===== src/rtl/apb_arb_pkg.sv =====
// Shared types and constants for the two-port round-robin APB master.
// Optional feature macro: APB_ARB_TIMEOUT_EN (ACCESS-phase timeout abort).
package apb_arb_pkg;

    // APB master sequencing states
    typedef enum logic [1:0] {
        IDLE   = 2'd0,
        SETUP  = 2'd1,
        ACCESS = 2'd2
    } apb_state_t;

    // Requester indices
    localparam int REQ0 = 0;
    localparam int REQ1 = 1;

    // Default number of ACCESS cycles allowed before an abort
    localparam int DEFAULT_TIMEOUT = 16;

endpackage


===== src/rtl/apb_rr_arb.sv =====
// Two-way round-robin arbiter. The grant is combinational from the
// eligible requests and the last-granted pointer; the pointer advances
// only when the master actually accepts a grant.
module apb_rr_arb
    import apb_arb_pkg::*;
(
    input  logic       clk,
    input  logic       rst_n,
    input  logic [1:0] eligible,
    input  logic       update,
    output logic       grant,
    output logic       any
);

    logic last;

    // Pick the requester that did not win last time when both are asking
    always_comb begin
        any   = |eligible;
        grant = 1'(REQ0);
        if (eligible[REQ0] && eligible[REQ1]) begin
            grant = ~last;
        end else if (eligible[REQ1]) begin
            grant = 1'(REQ1);
        end
    end

    // Remember the most recent winner; reset favours requester 0 on the first tie
    always_ff @(posedge clk or negedge rst_n) begin
        if (!rst_n) begin
            last <= 1'(REQ1);
        end else if (update) begin
            last <= grant;
        end
    end

endmodule


===== src/rtl/apb_arb_master.sv =====
// Two-port APB master: arbitrates between two local requesters, runs the
// APB SETUP/ACCESS sequence for the winner and returns a registered
// completion strobe, read data and error flag to it.
// Optional feature macro: APB_ARB_TIMEOUT_EN -- when defined, an ACCESS
// phase that sees no PREADY for TIMEOUT cycles is aborted with an error.
module apb_arb_master
    import apb_arb_pkg::*;
#(
    parameter int DW      = 32,
    parameter int AW      = 32,
    parameter int TIMEOUT = DEFAULT_TIMEOUT
)
(
    input  logic            PCLK,
    input  logic            PRESETn,
    input  logic [1:0]      req_i,
    input  logic [1:0]      req_write_i,
    input  logic [2*AW-1:0] req_addr_i,
    input  logic [2*DW-1:0] req_wdata_i,
    output logic [1:0]      ack_o,
    output logic [DW-1:0]   rdata_o,
    output logic            err_o,
    output logic [AW-1:0]   PADDR,
    output logic            PSELx,
    output logic            PENABLE,
    output logic            PWRITE,
    output logic [DW-1:0]   PWDATA,
    input  logic            PREADY,
    input  logic            PSLVERR,
    input  logic [DW-1:0]   PRDATA
);

    apb_state_t state;
    apb_state_t next_state;
    logic [1:0] eligible;
    logic       arb_grant;
    logic       arb_any;
    logic       grant_idx;
    logic       start;
    logic       done;

    // A requester whose ack is showing this cycle is still dropping its request
    assign eligible = req_i & ~ack_o;

    apb_rr_arb u_arb (
        .clk      (PCLK),
        .rst_n    (PRESETn),
        .eligible (eligible),
        .update   (start),
        .grant    (arb_grant),
        .any      (arb_any)
    );

`ifdef APB_ARB_TIMEOUT_EN
    localparam int CW = $clog2(TIMEOUT) + 1;

    logic [CW-1:0] wait_cnt;
    logic          timeout_hit;
    logic          abort;

    assign timeout_hit = (wait_cnt == CW'(TIMEOUT - 1));

    // Count ACCESS cycles without PREADY; restart at every SETUP
    always_ff @(posedge PCLK or negedge PRESETn) begin
        if (!PRESETn) begin
            wait_cnt <= '0;
        end else if (state == SETUP) begin
            wait_cnt <= '0;
        end else if (state == ACCESS && !PREADY && !timeout_hit) begin
            wait_cnt <= wait_cnt + 1'b1;
        end
    end
`endif

    // State register
    always_ff @(posedge PCLK or negedge PRESETn) begin
        if (!PRESETn) begin
            state <= IDLE;
        end else begin
            state <= next_state;
        end
    end

    // Next-state decode and APB phase strobes
    always_comb begin
        next_state = state;
        PSELx      = 1'b0;
        PENABLE    = 1'b0;
        start      = 1'b0;
        done       = 1'b0;
`ifdef APB_ARB_TIMEOUT_EN
        abort      = 1'b0;
`endif
        case (state)
            IDLE: begin
                if (arb_any) begin
                    start      = 1'b1;
                    next_state = SETUP;
                end
            end
            SETUP: begin
                PSELx      = 1'b1;
                next_state = ACCESS;
            end
            ACCESS: begin
                PSELx   = 1'b1;
                PENABLE = 1'b1;
                if (PREADY) begin
                    done       = 1'b1;
                    next_state = IDLE;
                end
`ifdef APB_ARB_TIMEOUT_EN
                else if (timeout_hit) begin
                    abort      = 1'b1;
                    next_state = IDLE;
                end
`endif
            end
            default: begin
                next_state = IDLE;
            end
        endcase
    end

    // Latch the winner's request on grant and register the completion results
    always_ff @(posedge PCLK or negedge PRESETn) begin
        if (!PRESETn) begin
            PADDR     <= '0;
            PWRITE    <= 1'b0;
            PWDATA    <= '0;
            grant_idx <= 1'b0;
            ack_o     <= '0;
            rdata_o   <= '0;
            err_o     <= 1'b0;
        end else begin
            ack_o <= '0;
            if (start) begin
                grant_idx <= arb_grant;
                PADDR     <= arb_grant ? req_addr_i[AW +: AW]  : req_addr_i[0 +: AW];
                PWDATA    <= arb_grant ? req_wdata_i[DW +: DW] : req_wdata_i[0 +: DW];
                PWRITE    <= arb_grant ? req_write_i[1]        : req_write_i[0];
            end
            if (done) begin
                ack_o[grant_idx] <= 1'b1;
                err_o            <= PSLVERR;
                if (!PWRITE) begin
                    rdata_o <= PRDATA;
                end
            end
`ifdef APB_ARB_TIMEOUT_EN
            if (abort) begin
                ack_o[grant_idx] <= 1'b1;
                err_o            <= 1'b1;
                rdata_o          <= '0;
            end
`endif
        end
    end

endmodule


===== config.mk =====
export PLATFORM = sky130hd
export DESIGN_NAME = apb_arb_master
export DESIGN_NICKNAME = d
export VERILOG_FILES = /design/src/rtl/apb_arb_pkg.sv /design/src/rtl/apb_rr_arb.sv /design/src/rtl/apb_arb_master.sv
export SDC_FILE = /design/constraint.sdc
export NUM_CORES = 1
export LEC_CHECK = 0
export BUFFER_PORTS_ARGS = -buffer_cell sky130_fd_sc_hd__buf_2
export CAP_MARGIN = 20
export CORE_MARGIN = 3
export CORE_UTILIZATION = 51
export DETAILED_ROUTE_END_ITERATION = 8
export PLACE_DENSITY = 0.95
export REMOVE_ABC_BUFFERS = 1
export SYNTH_ARGS = -nofsm -noshare
export SYNTH_HDL_FRONTEND = slang
export SYNTH_SLANG_ARGS = --single-unit

===== constraint.sdc =====
create_clock -name PCLK -period 5.05 [get_ports PCLK]
set_clock_uncertainty 0.15 [all_clocks]
set_input_delay 0.7575 -clock PCLK [delete_from_list [all_inputs] [get_ports PCLK]]
set_output_delay 0.7575 -clock PCLK [all_outputs]
set_load 0.01 [all_outputs]

==> Implementation_results.wiki <==
{| class="wikitable"
! Metric !! Value
|-
| Area of the mapped netlist || 0.00569 mm^2
|-
| Worst hold slack across all endpoints || 0.266 ns
|-
| CTS clock-pin slew for the worst setup and hold paths || 0.11 ns
|-
| Die outline area || around 0.012 mm^2
|-
| Number of clock buffers inserted by TritonCTS || 9
|-
| Worst path top cell family by delay || buffers and inverters
|-
| Buffers & Inverters on Critical Path || 4
|-
| Critical Setup Path Class || flip-flop to flip-flop
|-
| Highest attainable clock frequency || approximately 0.32 GHz
|-
| DRT Wirelength || 17100 um
|-
| First-pass GRT wire length || ~27000 um
|-
| Largest stage delay on the critical path || 0.58 ns
|-
| Rows || 37
|-
| Number of enable-type register cells in the synthesized netlist || 0
|-
| Most common flop cell mapped by yosys || dfrtp_1
|-
| Max-slew violation count || 0
|-
| Via count normalized by instance count || 5.96
|-
| Transition time at the pin with the least slew margin || between 1 and 1.5 ns
|-
| Synthesized flop and latch total || ~100
|-
| Final weighted congestion in routability-driven placement || slightly below 0.8
|-
| DR pass1 iterations || 6
|-
| Core outline area || roughly 0.011 mm^2
|-
| Total area of multi-input combinational cells || between 0.002 and 0.0025 mm^2
|-
| Arrival time reported for the critical path endpoint || about 3.2 ns
|-
| DPL Wire Length || approximately 12000 um
|-
| Critical path cell sequence || inv_1 -> ha_1 -> inv_2 -> buf_4 -> a21o_2 -> buf_4 -> mux2_2
|-
| Overall global routing resource usage || 26.7%
|-
| Number of vias after detailed routing || between 5k and 6k
|-
| Largest net degree at the start of global routing || 134
|-
| RSZ-0062 raised after global routing || false
|-
| Worst Slack Setup Final || roughly 2 ns
|-
| Hold bufs inserted after CTS || 0
|-
| Worst EP required || about 5 ns
|-
| Htree depth || 3
|-
| Input/output buffers || around 270
|-
| Layout cell share with drive strength beyond 1 || between 40% and 50%
|-
| Total of max-cap violations || 0
|-
| Crit end category || flip-flop
|-
| Utilization of the core after routing || ~68%
|-
| Cell at the root of the clock tree || clkbuf_8
|-
| Path category of the worst min-delay check || input pin to async pin
|-
| Vert. Die Dim || around 110 um
|-
| Asr flop ratio synth || between 90% and 100%
|-
| Number of DRC markers after the initial detailed-route iteration || ~500
|-
| Synthesis warning total || 0
|-
| Number of gates resized after CTS || 0
|-
| Run status || complete, no violations
|-
| Standby leakage power || about 3.8 nW
|-
| GRT overflow || 0
|-
| Average cell area after synthesis || 10.3 um^2
|-
| Antenna violation net count after detailed routing || 0
|-
| I/O pins || 270
|-
| Biggest fanout along the worst timing path || 66
|-
| Worst-case headroom to the max-slew limit || around 28%
|-
| Starting density of the core || between 50 and 60%
|-
| Remaining design rule violation count || 0
|-
| Initial antenna violation count || 0
|-
| Number of filler instances in the final layout || slightly above 800
|-
| Share of the clock period used by the worst path || a little over 60%
|-
| Number of buffers between clock root and the deepest sink || 2
|-
| Worst setup slack before clock tree synthesis || about 2 ns
|-
| Fin nets || 947
|-
| Minimum clock period || ~3 ns
|-
| Slowest stage cell, crit path || a21o_2
|-
| Worst skew pair latency || between 0.3 and 0.4 ns
|-
| Cell occurring most often along the worst timing path || buf_4
|-
| Seq. cell area || approximately 0.0026 mm^2
|-
| Setup Buffers After CTS || 0
|-
| Synthesis-to-finish area growth || 26.0%
|-
| Synthesized instance count || between 500 and 600
|-
| Crit path launch type || flip-flop
|-
| Yosys cell types || 25
|-
| Sequential element share of the synthesized area || a little under half
|-
| Max rail drop VDD || roughly 360 uV
|-
| Vias in the first global route || between 5k and 6k
|-
| Endpoints failing setup || 0
|-
| Width of the die || about 110 um
|-
| CTS tree || done
|-
| Clock net sink count || about 100
|-
| Setup tns final || 0 ns
|-
| Post-DR wirelength/cell || approximately 19 um
|-
| Ratio of total power to cell area || 549 mW/mm^2
|-
| Final-report hold violation count || 0
|}
-- cell type report --
type                       instances  area share, %
sequential                       104           36.3
antenna                            1         0.0349
multi-input combinational        313           34.8
timing repair buffer             280           20.3
tap                              136           2.37
inverter                          68           3.56
clock buffer                      10           1.78
clock inverter                     6          0.873
-- final timing paths --
kind,start,to,slack (ns),cells past startpoint
worst min register to register,grant_idx,ack_o[0],0.31,1
worst min-delay path,PRESETn,rdata_o[16],0.27,1
max in group asynchronous,PRESETn,rdata_o[7],3.34,2
min in group PCLK,grant_idx,ack_o[0],0.31,1
worst max-delay path,state[0],grant_idx,1.96,7
worst max register to register,state[0],grant_idx,1.96,7
-- routing by layer --
metal	vias up	GRT usage [%]	share of wire [%]
li1	2489	-	-
met1	2602	34.4	40
met2	330	45.2	50
met3	51	4.40	7.4
met4	0	9.98	2.9
met5	-	0	0
-- state kept, by name (all words and copies together) (netlist names) --
signal / flops
PWRITE: 1
u_arb.last: 1
grant_idx: 1
rdata_o: 32
err_o: 1
state: 2
ack_o: 2
PADDR: 32
PWDATA: 32
-- cell usage in the layout (no fill, tap or decap), drive strengths merged, types with 2 or more instances in the layout --
master / count
buf: 280
ha: 3
nor2: 2
dfrtp: 103
clkinv: 3
mux2: 36
a221oi: 65
nand2b: 2
and3b: 66
a22oi: 65
o21ai: 65
clkbuf: 10
inv: 71
-- cells in the mapped netlist (3+ instances only) --
library cell | count | area share (%)
dfrtp_1 | 103 | 45
inv_1 | 68 | 4.5
and3b_1 | 66 | 10
a221oi_1 | 65 | 10
a22oi_1 | 65 | 8.6
o21ai_0 | 65 | 5.7
clkbuf_1 | 42 | 2.8
mux2_2 | 36 | 7.1
buf_2 | 12 | 1.1
buf_6 | 8 | 1.6
buf_4 | 5 | 0.66
ha_1 | 3 | 0.66
-- worst register-to-register path, delay by kind of cell, from the launching register on --
kind | cells | cell delay, ns
AOI/OAI and AO/OA | 1 | 0.59
adders and majority gates | 1 | 0.24
buffers and inverters | 4 | 1.21
DFF | 1 | 0.40
muxes | 1 | 0.39
-- per-stage QoR --
| step | power [mW] | cell area (um^2) | instances |
|---|---|---|---|
| floorplan | 2.60 | 5340 | 485 |
| CTS | 3.96 | 7130 | 915 |
| global route | 4.22 | 7160 | 917 |
| detailed placement | 3.45 | 6940 | 899 |
| finish | 3.94 | 7170 | 918 |
| global placement | 3.35 | 6940 | 899 |
-- power breakdown --
part           switching, mW  leakage [nW]  total (mW)  internal [mW]
Clock                  0.310        0.0961       0.503          0.193
Combinational           1.11          2.46        1.96          0.848
Sequential             0.228          1.20        1.48           1.25
Total                   1.65          3.76        3.94           2.29
-- cell families (layout without fill, tap and decap cells) --
group | Yosys count | in the layout | share of synthesized area [%]
AOI/OAI and AO/OA | 199 | 199 | 24.8
buffers and inverters | 136 | 364 | 10.6
DFF | 104 | 104 | 45.8
and+or+nand+nor | 75 | 75 | 11.0
muxes | 36 | 36 | 7.13
adders and majority gates | 3 | 3 | 0.660
other | 0 | 1 | 0
No activity file was read; power rests on OpenSTA's default activity.
